<file path="src/rtl/lsu_pkg.sv">
// Shared types and helpers for the load/store word bridge.
// Latency: n/a (types and pure functions only).
// Backpressure: n/a. Optional macro LSU_MISALIGN_TRAP_EN selects trap-vs-align behaviour in the top.
package lsu_pkg;

  // funct3 memory access codes
  typedef enum logic [2:0] {
    F3_LB  = 3'b000,
    F3_LH  = 3'b001,
    F3_LW  = 3'b010,
    F3_LBU = 3'b100,
    F3_LHU = 3'b101
  } funct3_e;

  // Access sequencer states
  typedef enum logic [2:0] {
    S_IDLE,
    S_CHECK,
    S_LOAD,
    S_RMW_RD,
    S_MERGE,
    S_WRITE,
    S_RESP
  } state_e;

  // Every memory access is a full word
  localparam logic [2:0] MEM_TYPE_WORD = 3'b010;

  // Codes with no defined access, plus unsigned variants used as stores
  function automatic logic f3_illegal(input logic we, input logic [2:0] f3);
    return (f3 == 3'b011) || (f3 == 3'b110) || (f3 == 3'b111) || (we && f3[2]);
  endfunction

  // Halfword on an odd byte, or word not on a word boundary
  function automatic logic misaligned(input logic [2:0] f3, input logic [1:0] lane);
    return ((f3[1:0] == 2'b01) && lane[0]) || ((f3[1:0] == 2'b10) && (lane != 2'b00));
  endfunction

  // Force the lane onto the natural boundary of the access size
  function automatic logic [1:0] align_lane(input logic [2:0] f3, input logic [1:0] lane);
    logic [1:0] r;
    case (f3[1:0])
      2'b01:   r = {lane[1], 1'b0};
      2'b10:   r = 2'b00;
      default: r = lane;
    endcase
    return r;
  endfunction

endpackage

</file>
<file path="src/rtl/lsu_word_bridge_lane_mux.sv">
// Lane extract/extend for loads and byte/halfword merge for stores.
// Latency: purely combinational.
// Backpressure: none; caller supplies an already-aligned lane.
import lsu_pkg::*;

module lsu_lane_mux (
  input  logic [31:0] word,
  input  logic [1:0]  lane,
  input  logic [2:0]  funct3,
  input  logic [31:0] wdata,
  output logic [31:0] load_data,
  output logic [31:0] store_word
);

  logic [4:0]  shamt;
  logic [31:0] lane_shift;
  logic [31:0] mask;

  assign shamt      = {lane, 3'b000};
  assign lane_shift = word >> shamt;

  // Pick the addressed byte/halfword and extend it per funct3
  always_comb begin
    load_data = lane_shift;
    case (funct3)
      3'b000:  load_data = {{24{lane_shift[7]}}, lane_shift[7:0]};
      3'b001:  load_data = {{16{lane_shift[15]}}, lane_shift[15:0]};
      3'b100:  load_data = {24'h0, lane_shift[7:0]};
      3'b101:  load_data = {16'h0, lane_shift[15:0]};
      default: load_data = lane_shift;
    endcase
  end

  // Replace the addressed byte/halfword of the old word with the low store bits
  always_comb begin
    mask = 32'hFFFF_FFFF;
    case (funct3[1:0])
      2'b00:   mask = 32'h0000_00FF << shamt;
      2'b01:   mask = 32'h0000_FFFF << shamt;
      default: mask = 32'hFFFF_FFFF;
    endcase
    store_word = (word & ~mask) | ((wdata << shamt) & mask);
  end

endmodule

</file>
<file path="src/rtl/lsu_word_bridge.sv">
// Load/store bridge: base+offset to word index, full-word accesses, sub-word via lane mux / RMW.
// Latency: loads and sw 3 cycles accept->resp_valid, sb/sh 4, faults 2.
// Backpressure: req_ready only in IDLE, one request in flight. Macro LSU_MISALIGN_TRAP_EN traps misalignment.
import lsu_pkg::*;

module lsu_word_bridge #(
  parameter int ADDR_W = 9
) (
  input  logic        clk,
  input  logic        rst_n,
  input  logic        req_valid,
  output logic        req_ready,
  input  logic        req_we,
  input  logic [2:0]  req_funct3,
  input  logic [31:0] req_base,
  input  logic [31:0] req_offset,
  input  logic [31:0] req_wdata,
  output logic        resp_valid,
  output logic [31:0] resp_rdata,
  output logic        resp_fault,
  output logic [31:0] mem_addr,
  output logic [31:0] mem_wdata,
  output logic        mem_we,
  output logic        mem_re,
  output logic [2:0]  mem_type,
  input  logic [31:0] mem_rdata
);

  state_e state, state_n;

  logic [31:0]       ea;
  logic [ADDR_W-1:0] ea_idx;
  logic              unused_ea_hi;
  logic              accept;
  logic              in_fault;
  logic              sub_store;

  logic              we_q;
  logic [2:0]        f3_q;
  logic [31:0]       wdata_q;
  logic [ADDR_W-1:0] idx_q;
  logic [1:0]        lane_q;
  logic              fault_q;
  logic [ADDR_W-1:0] addr_q;
  logic [31:0]       merge_q;

  logic [1:0]        lane_eff;
  logic [31:0]       mux_word;
  logic [31:0]       load_data;
  logic [31:0]       store_word;

  assign ea           = req_base + req_offset;
  assign ea_idx       = ea[ADDR_W+1:2];
  // Address bits above the memory depth wrap and are deliberately dropped
  assign unused_ea_hi = ^ea[31:ADDR_W+2];

`ifdef LSU_MISALIGN_TRAP_EN
  assign in_fault = f3_illegal(req_we, req_funct3) || misaligned(req_funct3, ea[1:0]);
`else
  assign in_fault = f3_illegal(req_we, req_funct3);
`endif

  // sb/sh go straight to the read half of RMW so they finish in 4 cycles
  assign sub_store = req_we && (req_funct3[2:1] == 2'b00);
  assign accept    = req_valid && req_ready;

  assign lane_eff   = align_lane(f3_q, lane_q);
  assign mux_word   = (state == S_LOAD) ? mem_rdata : merge_q;
  assign mem_type   = MEM_TYPE_WORD;
  assign mem_addr   = {{(32-ADDR_W){1'b0}}, addr_q};
  assign resp_fault = (state == S_RESP) && fault_q;

  lsu_lane_mux u_lane_mux (
    .word       (mux_word),
    .lane       (lane_eff),
    .funct3     (f3_q),
    .wdata      (wdata_q),
    .load_data  (load_data),
    .store_word (store_word)
  );

  // State register
  always_ff @(posedge clk or negedge rst_n) begin
    if (!rst_n) state <= S_IDLE;
    else        state <= state_n;
  end

  // Next-state and strobe decode
  always_comb begin
    state_n    = state;
    req_ready  = 1'b0;
    mem_re     = 1'b0;
    mem_we     = 1'b0;
    resp_valid = 1'b0;
    case (state)
      S_IDLE: begin
        req_ready = 1'b1;
        if (req_valid) state_n = (sub_store && !in_fault) ? S_RMW_RD : S_CHECK;
      end
      S_CHECK: begin
        if (fault_q)              state_n = S_RESP;
        else if (!we_q)           state_n = S_LOAD;
        else if (f3_q[1:0] == 2'b10) state_n = S_WRITE;
        else                      state_n = S_RMW_RD;
      end
      S_LOAD: begin
        mem_re  = 1'b1;
        state_n = S_RESP;
      end
      S_RMW_RD: begin
        mem_re  = 1'b1;
        state_n = S_MERGE;
      end
      S_MERGE: state_n = S_WRITE;
      S_WRITE: begin
        mem_we  = 1'b1;
        state_n = S_RESP;
      end
      S_RESP: begin
        resp_valid = 1'b1;
        state_n    = S_IDLE;
      end
      default: state_n = S_IDLE;
    endcase
  end

  // Request capture; the fault verdict is taken once, from the live request
  always_ff @(posedge clk or negedge rst_n) begin
    if (!rst_n) begin
      we_q    <= 1'b0;
      f3_q    <= 3'b000;
      wdata_q <= 32'h0;
      idx_q   <= '0;
      lane_q  <= 2'b00;
      fault_q <= 1'b0;
    end else if (accept) begin
      we_q    <= req_we;
      f3_q    <= req_funct3;
      wdata_q <= req_wdata;
      idx_q   <= ea_idx;
      lane_q  <= ea[1:0];
      fault_q <= in_fault;
    end
  end

  // Memory-side datapath: address only moves when entering an access state
  always_ff @(posedge clk or negedge rst_n) begin
    if (!rst_n) begin
      addr_q     <= '0;
      mem_wdata  <= 32'h0;
      merge_q    <= 32'h0;
      resp_rdata <= 32'h0;
    end else begin
      if (accept && (state_n == S_RMW_RD)) addr_q <= ea_idx;
      if ((state == S_CHECK) && (state_n != S_RESP)) addr_q <= idx_q;
      if ((state == S_CHECK) && (state_n == S_WRITE)) mem_wdata <= wdata_q;
      if (state == S_RMW_RD) merge_q <= mem_rdata;
      if (state == S_MERGE) mem_wdata <= store_word;
      if (state == S_LOAD) resp_rdata <= load_data;
    end
  end

endmodule

</file>
<file path="config.mk">
export PLATFORM = sky130hd
export DESIGN_NAME = lsu_word_bridge
export DESIGN_NICKNAME = d
export VERILOG_FILES = /design/src/rtl/lsu_pkg.sv /design/src/rtl/lsu_word_bridge_lane_mux.sv /design/src/rtl/lsu_word_bridge.sv
export SDC_FILE = /design/constraint.sdc
export NUM_CORES = 1
export LEC_CHECK = 0
export BUFFER_PORTS_ARGS = -buffer_cell sky130_fd_sc_hd__buf_2
export CAP_MARGIN = 20
export CORE_MARGIN = 4
export CORE_UTILIZATION = 28
export CTS_CLUSTER_SIZE = 10
export DETAILED_ROUTE_END_ITERATION = 10
export PLACE_DENSITY_LB_ADDON = 0.3
export SLEW_MARGIN = 5
export SYNTH_ARGS = -nofsm -noshare
export SYNTH_HDL_FRONTEND = slang
export SYNTH_SLANG_ARGS = --single-unit
</file>
<file path="constraint.sdc">
create_clock -name clk -period 3.2 [get_ports clk]
set_clock_uncertainty 0.15 [all_clocks]
set_input_delay 0.16 -clock clk [delete_from_list [all_inputs] [get_ports clk]]
set_output_delay 0.16 -clock clk [all_outputs]
set_load 0.02 [all_outputs]
</file>
==> metrics.md <==
| Metric | Value |
|---|---|
| Status | completed |
| Share of cells above drive strength 1 | 25.6% |
| Worst-path clk slew | 60 ps |
| Flops & latches, synth | roughly 160 |
| RSZ-0062 raised after global routing | false |
| Worst r2r src | f3_q[0] |
| Syn. warnings | 0 |
| Critical path launch point type | flop |
| CP arrival | 3020 ps |
| Diode count | 0 |
| Placed cell area | ~0.0097 mm2 |
| CTS buffer count | 17 |
| Hold Startpoint | req_offset[1] |
| Unique cell type count in the Yosys netlist | 59 |
| Max cap viols | 0 |
| # resized after CTS | 0 |
| Vias per cell | 4.82 |
| Setup Crit Path Kind | flop to flop |
| Clock Path Buffers | 2 |
| Final setup vio count | 0 |
| DR WL/cell | ~18 um |
| Placer congestion estimate | around 0.86 |
| TritonCTS clock tree | built |
| Dpl hpwl | about 20000 um |
| Initial antenna violation count | 0 |
| CP max FO | 16 |
| Max_slew headroom | 39.8% |
| Post-Layout Cell Count | around 1500 |
| Cell family with most CP delay | compound AO/OA/AOI/OAI gates |
| Root Buffer | clkbuf_16 |
| P_leak | roughly 0.005 uW |
| Reg area | 0.00390 mm2 |
| Cell accounting for the most synthesized area | dfrtp_1 |
| Total power | around 12000 uW |
| Largest net degree at the start of global routing | 75 |
| Detailed Route WL | between 20000 and 30000 um |
| Achievable Freq | between 300 and 400 MHz |
| FILL cells | ~3000 |
| DRC viols | 0 |
| Crit path time final | around 2800 ps |
| DIE WIDTH | between 150 and 200 um |
| Area share of the largest cell type after synthesis | a little under half |
| Initial Util | 28.6% |
| HP Class | input pin to flop |
| Pre-antenna DRT Iters | 6 |
| Antenna viol nets, final | 0 |
| Rows | 63 |
| CP max stage delay | 470 ps |
| Vias in the first global route | about 7200 |
| First-pass GRT wire length | 42000 um |
| Synth Flop Type | dfrtp_1 |
| # IOs | roughly 240 |
| Synth-to-Final Area Change | 29.1% |
| Final Hold Viols | 0 |
| Synth top area cells | dfrtp_1, nand2_1, mux2i_1 |
| Setup TNS | 0 ps |
| I/O Buffers | 170 |
| Crit end category | flop |
| Worst vdd ir | 0.499 mV |
| Fin crit share | about nine tenths |
| Skew-Pair Late Insertion Delay | approximately 430 ps |
| Area of the multi-input gates | 0.00417 mm2 |
| Htree depth | 4 |
| Syn_area_per_cell | around 9.4 um2 |
| Global-route usage over all layers | 16.2% |
| Placed Cells | 1431 |
| Initial drt markers | about 530 |
| Power density over the cells | between 1000 and 1500 mW/mm2 |
| CP max stage cell | nor2b_1 |
| Util after Layout | a little under two fifths |
| CP Cell Sequence | inv_1 > ha_1 > nor2b_1 > o21ai_1 > a21oi_4 > nand2b_1 > buf_4 > a22oi_1 > o21ai_0 |
| CORE AREA | ~0.030 mm2 |
| Sequential share of the synthesized area | 45.8% |
| GRT overflow | 0 |
| Die height | roughly 180 um |
| Fin area | around 0.011 mm2 |
| CP bufs+invs | 2 |
| CTS sink count | 156 |
| Post-synth EDFFs | 0 |
| Mapped cell area | between 0.008 and 0.009 mm2 |
| Req. time, crit path | ~3400 ps |
| Worst Setup SP | f3_q[0] |
| Worst Max-Slew Pin Slew | 899 ps |
| Area of the die | about 0.033 mm2 |
| Via count | between 7000 and 8000 |
| Layout net count | approximately 1300 |
| Syn Inst Count | 908 |
| Max Slew Vio Count | 0 |
| Async set or reset register ratio after synthesis | between 90% and 100% |
==> per-layer routing <==
layer | part of all wire, % | track usage, % | wire length (um) | vias up
met3 | 7.0 | 3.93 | 1930 | 23
met2 | 44 | 24.5 | 12200 | 245
met1 | 47 | 23.4 | 12900 | 3544
met5 | 0 | 0 | 0 | -
met4 | 1.6 | 3.96 | 427 | 0
li1 | - | - | - | 3586
==> area by class of cell <==
cell class                      count  share of cell area [%]
Inverter                           19                   0.648
Sequential cell                   156                    35.5
Multi-Input combinational cell    670                    37.9
Timing Repair Buffer              269                    16.5
Clock inverter                     15                    1.16
Tap cell                          390                    4.44
Clock buffer                       17                    3.87
==> cells by family (layout without fill, tap and decap cells) <==
kind of cell,Yosys count,count (layout),share of synthesized area [%]
multiplexers,98,98,12.1
AO/OA/AOI/OAI,235,235,18.3
adder cells (fa/ha/maj),14,14,2.14
XOR/XNOR,9,9,0.925
flip-flops,156,156,45.8
other,2,26,0.0881
AND/OR/NAND/NOR,288,288,14.0
buffers and inverters,106,320,6.62
==> Yosys cell counts, drive strengths merged (3+ instances only) <==
library cell,n
nand2,191
dfrtp,156
a21oi,84
nor2,63
buf,58
mux2i,58
o21ai,50
mux2,40
clkbuf,29
a221oi,23
inv,19
a22oi,17
ha,13
a31oi,12
a21o,9
a32oi,8
nor3,8
a211oi,7
nand2b,6
xor2,6
nor2b,5
nand3,4
o21a,4
o31ai,4
nor3b,3
o311a,3
xnor2,3
==> worst paths after layout <==
kind,cells after the start,endpoint,slack (ps)
setup / recovery,9,mem_wdata[20],380
hold / removal,4,lane_q[1],50
setup reg to reg,9,mem_wdata[20],380
hold reg to reg,2,resp_rdata[7],330
max in group asynchronous,3,resp_rdata[20],1890
min in group asynchronous,2,merge_q[1],170
==> placed cells by master, fill, tap and decap left out, types with 26 or more instances in the layout <==
cell / count
mux2i_1: 58
mux2_2: 40
dfrtp_1: 156
conb_1: 26
dlygate4sd3_1: 72
nor2_1: 62
o21ai_0: 45
a21oi_1: 73
nand2_1: 191
buf_2: 169
==> where the power goes <==
part	leakage (uW)	total [uW]	switching [uW]	internal, uW
registers	0.00187	3730	794	2930
clock network	0.000279	1950	924	1020
logic	0.00300	6220	3880	2340
==> worst register-to-register path, cell delays in order (launching register included) <==
cell and delay [ps]:
dfrtp_1 350, inv_1 80, ha_1 420, nor2b_1 480, o21ai_1 210, a21oi_4 380, nand2b_1 160, buf_4 230
a22oi_1 140, o21ai_0 150
==> registers in the layout, summed over array words and instances (netlist names) <==
name and count:
mem_wdata 32, f3_q 3, lane_q 2, resp_rdata 32, wdata_q 32, merge_q 32, fault_q 1, addr_q 9
idx_q 9, we_q 1, state 3
==> metrics by stage <==
stage               hold WS [ps]  setup WS, ps
CTS                         41.2           367
global placement            81.7           407
finish                      45.3           381
floorplan                   -286           864
detailed placement          92.9           384
global route                55.4           143
==> repair_timing <==
| action | in CTS | in global routing |
|---|---|---|
| setup buffers | 0 | 0 |
| hold buffers | 72 | 0 |
| endpoints found under the hold margin | 157 | 0 |
Power figures use the tool's default switching activity.
